--- src/rtl/tx_arbiter.sv ---
// Round-robin arbiter sharing one serial transmitter among N_REQ requesters.
// Launches one frame at a time and flags a transmitter that never raises busy.
module tx_arbiter #(
    parameter int N_REQ   = 4,
    parameter int WIDTH   = 16,
    parameter int TIMEOUT = 8
) (
    input  logic                       clock,
    input  logic                       reset,
    input  logic [N_REQ-1:0]           req,
    input  logic [N_REQ*WIDTH-1:0]     dados,
    output logic [N_REQ-1:0]           ack,
    output logic [N_REQ-1:0]           fim,
    output logic [$clog2(N_REQ)-1:0]   grant_id,
    output logic                       busy,
    output logic                       erro,
    output logic                       tx_send,
    output logic [WIDTH-1:0]           tx_palavra,
    input  logic                       tx_busy
);

    localparam int GW = $clog2(N_REQ);
    localparam int CW = $clog2(TIMEOUT);

    typedef enum logic [1:0] {
        IDLE,
        SEND,
        WAIT_BUSY,
        WAIT_DONE
    } state_t;

    state_t          state;
    logic [GW-1:0]   ptr;
    logic [CW-1:0]   cnt;
    logic [GW-1:0]   winner;
    logic            found;
    logic [GW-1:0]   idx;

    // First pending requester at or after the round-robin pointer.
    always_comb begin
        found  = 1'b0;
        winner = '0;
        idx    = '0;
        for (int unsigned k = 0; k < N_REQ; k++) begin
            idx = GW'((32'(ptr) + k) % N_REQ);
            if (!found && req[idx]) begin
                found  = 1'b1;
                winner = idx;
            end
        end
    end

    assign busy = (state != IDLE);

    always_ff @(posedge clock or negedge reset) begin
        if (!reset) begin
            state      <= IDLE;
            ptr        <= '0;
            cnt        <= '0;
            ack        <= '0;
            fim        <= '0;
            grant_id   <= '0;
            erro       <= 1'b0;
            tx_send    <= 1'b0;
            tx_palavra <= '0;
        end else begin
            ack     <= '0;
            fim     <= '0;
            tx_send <= 1'b0;
            case (state)
                IDLE: begin
                    if (found) begin
                        grant_id    <= winner;
                        tx_palavra  <= dados[winner*WIDTH +: WIDTH];
                        ack[winner] <= 1'b1;
                        tx_send     <= 1'b1;
                        ptr         <= GW'((32'(winner) + 1) % N_REQ);
                        cnt         <= '0;
                        state       <= SEND;
                    end
                end
                SEND: state <= WAIT_BUSY;
                WAIT_BUSY: begin
                    if (tx_busy) begin
                        cnt   <= '0;
                        state <= WAIT_DONE;
                    end else if (cnt == CW'(TIMEOUT - 1)) begin
                        erro  <= 1'b1;
                        cnt   <= '0;
                        state <= IDLE;
                    end else begin
                        cnt <= cnt + 1'b1;
                    end
                end
                WAIT_DONE: begin
                    if (!tx_busy) begin
                        fim[grant_id] <= 1'b1;
                        state         <= IDLE;
                    end
                end
                default: state <= IDLE;
            endcase
        end
    end

endmodule
--- config.mk ---
export PLATFORM = sky130hd
export DESIGN_NAME = tx_arbiter
export DESIGN_NICKNAME = d
export VERILOG_FILES = /design/src/rtl/tx_arbiter.sv
export SDC_FILE = /design/constraint.sdc
export NUM_CORES = 1
export LEC_CHECK = 0
export ABC_AREA = 1
export CAP_MARGIN = 5
export CORE_MARGIN = 4
export CORE_UTILIZATION = 45
export DETAILED_ROUTE_END_ITERATION = 7
export GPL_TIMING_DRIVEN = 0
export PLACE_DENSITY_LB_ADDON = 0.3
export SYNTH_ARGS = -nofsm -noshare
export SYNTH_HDL_FRONTEND = slang
export SYNTH_SLANG_ARGS = --single-unit
--- constraint.sdc ---
create_clock -name clock -period 4.9 [get_ports clock]
set_input_delay 0.49 -clock clock [delete_from_list [all_inputs] [get_ports clock]]
set_output_delay 0.49 -clock clock [all_outputs]
set_load 0.05 [all_outputs]
[Word-level counts from Yosys, hierarchy flattened]
Index checks and enable logic that the tools add are counted.
Storage, ports and cells
  flip-flop bits (word level): 35
  bits in latches: 0
  memory bits (writable): 0
  bits in read-only memories: 0
  output and inout bits: 29
  memories kept: 0
Cells by class
  add/sub/neg operators: 5
  multipliers: 0
  divide/modulo/power cells: 0
  order comparisons: 8
  eq/ne operators: 7
  shift-type cells: 1
  mux-type cells: 35
  bitwise logic cells: 1
  reduce and logical (&&, ||, !) cells: 15
Operator list (number)
  variable part select 64 x 7 -> 16 bit: 1
  less-than comparator 2 x 3 -> 1 bit, second input constant: 6
  two-way mux 2 bit: 8
  two-way mux 4 bit: 4
  two-way mux 1 bit: 12
  two-way mux 3 bit: 3
  binary-select mux 1 bit (select 2 bit): 4
  case mux 2 bit (4 select lines): 1
  case mux 3 bit (2 select lines): 1
  AND reduction 3 bit: 2
  logical AND 1 bit: 5
  adder 2 x 1 -> 2 bit, second input constant: 2
  adder 2 bit, second input constant: 2
  demux 1 bit (select 2 bit): 2
  equality test 2 bit, second input constant: 2
  >= comparator 2 x 1 -> 1 bit, second input constant: 2
  inequality test 2 bit, second input constant: 2
  AND reduction 2 bit: 2
  nonzero test 2 bit: 2
  adder 3 x 1 -> 3 bit, second input constant: 1
  equality test 3 bit, second input constant: 1
  zero test 1 bit: 3
  inequality test 3 bit, second input constant: 1
  equality test 2 x 1 -> 1 bit, second input constant: 1
  2 further kinds: 2

[Logic depth before layout (Yosys ltp)]
  word-level depth: 18
  mapped depth: 17

[Least setup slack after synthesis]
OpenSTA, ideal clock, no wires.
  path type: reg2reg
  from: register ptr[0]
  to: register tx_palavra[4]
  arrival time: 1.587 ns
  path slack: 3.196 ns
  cell stages (with the launch flop): 15
  cell sequence: dfrtp_1 -> buf_6 -> inv_4 -> nand2_2 -> nand3_1 -> nand2_1 -> nor2_4 -> nand3_2 -> nand3_4 -> buf_6 -> nand2_1 -> nand3_1 -> nand2_1 -> nand2_1 -> nand2_1
On the way
  cells in the longest elaborated chain, start to end: 13
  elaborated cells between the ends (all ways): 27
  those cells by class: add/sub: 3; shift: 1; mux: 16; reduce/logical: 7
RTL lines
  from (decl): line 33  | logic [GW-1:0] ptr;
  from (signal assigned): line 77  | ptr <= GW'((32'(winner) + 1) % N_REQ);
  parallel branches: the longest is 13 deep, another holds adder 2 x 1 -> 2 bit
  to (signal assigned): line 74  | tx_palavra <= dados[winner*WIDTH +: WIDTH];
  to (decl): line 18  | output logic [WIDTH-1:0] tx_palavra,
Several ways; the timed one is not identified. The select of a mux whose other input is x is not followed.
A chain may end at the register's enable or synchronous reset.

[Worst setup path after layout]
  from: register state[0]
  to: output busy
On the way
  cells in the longest elaborated chain, start to end: 1
RTL lines
  from (decl): line 32  | state_t state;
  from (signal assigned): line 57  | state <= IDLE;
  from (signal assigned): line 79  | state <= SEND;
  from (signal assigned): line 82  | SEND: state <= WAIT_BUSY;
  nonzero test 2 bit: line 53  | assign busy = (state != IDLE);
  to (decl): line 15  | output logic busy,
Every way passes these cells.

==> results summary <==
CTS placed an instance of clkbuf_8 at the clock tree root. The power share of the sequential group came out at 17.3%. The via count is 2747.

The final design utilization is 69.5%. The share of the synthesized area in the top cell type came out at 35.2%. Setup repair after global routing left no endpoint under its margin. TritonCTS built the clock tree. The initial antenna violation count is 0. After detailed routing, the average wire length per cell comes to 12.5 µm. The tool flagged a number of max-cap violations equal to 0. The buffer levels on the longest clock path came out at 2. For the worst-skew pair, the clock arrives at the later sink with an insertion delay of 0.29 ns. The number of instances in the synthesized netlist came out at 383. The count of different cell masters after synthesis is 26. For this design the static power due to leakage is 0.00203 µW. The post-CTS setup-driven buffer insertion count is 0. The number of global-route vias before repair is 2570. The length of the first detailed-routing pass in iterations came out at 4.

The first-pass GRT wire length is 11100 µm. The die outline area came out at 6790 µm². After detailed placement, the total cell area comes to 3550 µm². Detailed placement ended at an HPWL of 5590 µm. The post-layout instance area is 3640 µm².

The register-to-register setup slack is 2.86 ns. The most critical setup path has its startpoint at state[0]. The total overflow reported by the global router is 0. The number of clock sinks is 35. The site row count is 26. The maximum number of pins on one net before global-route repair came out at 36.

The startpoint identified for the worst register-to-register timing path is ptr[0]. The number of buffer cells added on primary ports is 98. The required time of the critical path is 4.41 ns. The width of the die came out at 82.4 µm. For the pin with the worst max-slew slack, the measured transition is 0.732 ns. The number of nets in the layout is 561. The minimum clock period after layout came out at 2.13 ns. The count of cells resized by post-cts repair is 0.

The largest fanout on the critical path is 3. The post-synth net total came out at 456. The part of the Yosys area used for sequential elements came out at 35.2%. The number of antenna repair diodes came out at 0. The dominant cell type by area after synthesis is dfrtp_1.

The category of the worst setup path capture point is an output pin. The number of synthesized register bits is 35. Per report_power, the clock group accounts for 6.9% of the total.

The total detailed-routing wirelength is 6970 µm. The maximum achievable frequency came out at 471 MHz. The net switching power of the design came out at 1560 µW.

The final period utilization came out at 43.4%. After synthesis, the cell types taking the most area are dfrtp_1 35%, nand2_1 20%, inv_1 12%. The final-layout setup total negative slack is 0 ns. STA classifies the critical path startpoint as a flip-flop. On the critical path, the stage with the largest delay is an instance of clkdlybuf4s50_1. The max-slew violation count came out at 0. The final-report hold violation count came out at 0.

The number of standard cells in the layout, taps in and fillers out came out at 559. VDD sags by at most 435 µV. The switching power share of the total is 55.2%.

The number of clock buffers inserted by TritonCTS came out at 5. The cell area that synthesis handed to floorplanning was 2490 µm². The number of nets with antenna violations after detailed routing is 0. The library cell used most frequently in the layout, excluding fill and tap cells, is nand2_1. The layout-stage area growth over the synthesis result is 46.1%.

For this design the ratio of total power to cell area is 778 nW/µm². The arrival time at the worst endpoint is 1.64 ns. Routability-driven placement finished with a final weighted congestion of 0.867. The core region is 5240 µm². The clock-pin slew on the worst setup and hold paths came out at 0.07 ns. The portion of total power attributed to combinational logic is 75.8%. The average size of a mapped cell is 6.50 µm². The critical path goes through nor2_1, inv_1, clkdlybuf4s50_1. The maximum cell stage delay along the critical path came out at 0.70 ns. The number of vias per cell after detailed routing is 4.91. The internal power of the cells is 1270 µW. The count of warnings emitted by yosys is 0.

The number of cells on the worst reg-to-reg path is 14. The number of endpoints failing setup at the final stage is 0. In this run the worst hold path is classified as input port to async pin. After detailed routing, the number of remaining DRC violations is 0. In this run the critical register-to-register path is captured at tx_palavra[0]. The library cells used most frequently in the layout, excluding fill and tap cells, are 136 x nand2_1, 97 x clkdlybuf4s50_1, 78 x inv_1, 38 x nand3_1, 35 x dfrtp_1. The critical setup path kind is flip-flop to output pin. The hold buffer count at CTS came out at 0. The count of routing violations after the opening detailed-route iteration is 98. Measured against its own limit, the worst slew margin works out to 51.2%. Once the floorplan was initialized, standard cells occupied 47.6% of the core. The count of filler cells inserted in the layout is 474. The deepest level of the CTS H-tree came out at 2. The combined global-route utilization of all metal layers is 20.9%. The cell count after placement came out at 551. From bottom edge to top edge, the die measures 82.4 µm. In the final layout, the share of cells above drive strength 1 is 9.41%. The worst-case clock skew came out at 0.00990 ns. The I/O pin count is 100.

The run finished with clean final reports.
## power groups by stage
stage / Combinational [µW] / Clock [µW] / Sequential (µW)
2_1_floorplan: 1250 / 0 / 798
3_3_place_gp: 2100 / 0 / 489
3_5_place_dp: 2130 / 0 / 494
4_1_cts: 2140 / 202 / 489
5_1_grt: 2360 / 214 / 502
6_report: 2150 / 196 / 489
## metrics by stage
stage | total power, µW | setup slack (ns) | hold WS [ns]
detailed placement | 2630 | 2.51 | 0.446
floorplan | 2050 | 3.20 | 0.194
finish | 2830 | 2.77 | 0.252
global route | 3070 | 2.58 | 0.313
CTS | 2830 | 2.75 | 0.280
global placement | 2590 | 2.52 | 0.440
## area by class of cell
type                    instances  area, µm²  share of cell area, %
plain buffers                  21        144                   3.95
inverters                      84        318                   8.73
clock buffers                   5       68.8                   1.89
well taps                      70       87.6                   2.41
repair buffers                 98        976                   26.8
clock inverters                 3       15.0                  0.413
multi-input cells             243       1150                   31.7
flip-flops and latches         35        876                   24.1
## registers in the layout, summed over array words and instances (netlist names)
name,count
tx_send,1
grant_id,2
ptr,2
fim,4
tx_palavra,16
state,2
erro,1
cnt,3
ack,4
## critical path: cells and delay by family, from the launching register on
kind | cells | cell delay (ns)
buffers and inverters | 2 | 0.76
DFF | 1 | 0.39
and+or+nand+nor | 1 | 0.20
## layer usage
| layer | GRT usage, % | up-vias | part of all wire, % |
|---|---|---|---|
| li1 | - | 1401 | - |
| met1 | 25.8 | 1244 | 43 |
| met2 | 36.5 | 93 | 48 |
| met3 | 3.80 | 9 | 7.9 |
| met4 | 6.64 | 0 | 1.4 |
| met5 | 0 | - | 0 |
## cell usage after synthesis (all sizes together)
| master | count |
|---|---|
| o21ai | 4 |
| dfrtp | 35 |
| ha | 2 |
| buf | 20 |
| nor4 | 4 |
| o21a | 1 |
| a32o | 2 |
| nand3 | 41 |
| nand4 | 33 |
| inv | 84 |
| nor2 | 8 |
| a21o | 1 |
| nand2 | 143 |
| a21oi | 1 |
| clkbuf | 1 |
| o211ai | 1 |
| nor3 | 2 |
## logic make-up (layout without fill, tap and decap cells)
| group | count (synthesis) | in the layout | synth area share, % |
|---|---|---|---|
| and+or+nand+nor | 231 | 231 | 42.6 |
| AOI/OAI and AO/OA | 10 | 10 | 2.71 |
| buffers and inverters | 105 | 211 | 18.5 |
| DFF | 35 | 35 | 35.2 |
| adders and majority gates | 2 | 2 | 1.00 |
## how the worst max path moves through the flow
stage / to / slack [ns] / depth (start not counted)
floorplan: tx_palavra[4] / 3.20 / 14
global placement: tx_palavra[0] / 2.52 / 14
detailed placement: tx_palavra[12] / 2.51 / 14
CTS: busy / 2.75 / 3
global route: tx_palavra[2] / 2.58 / 15
finish: busy / 2.77 / 3
Power figures use the tool's default switching activity.
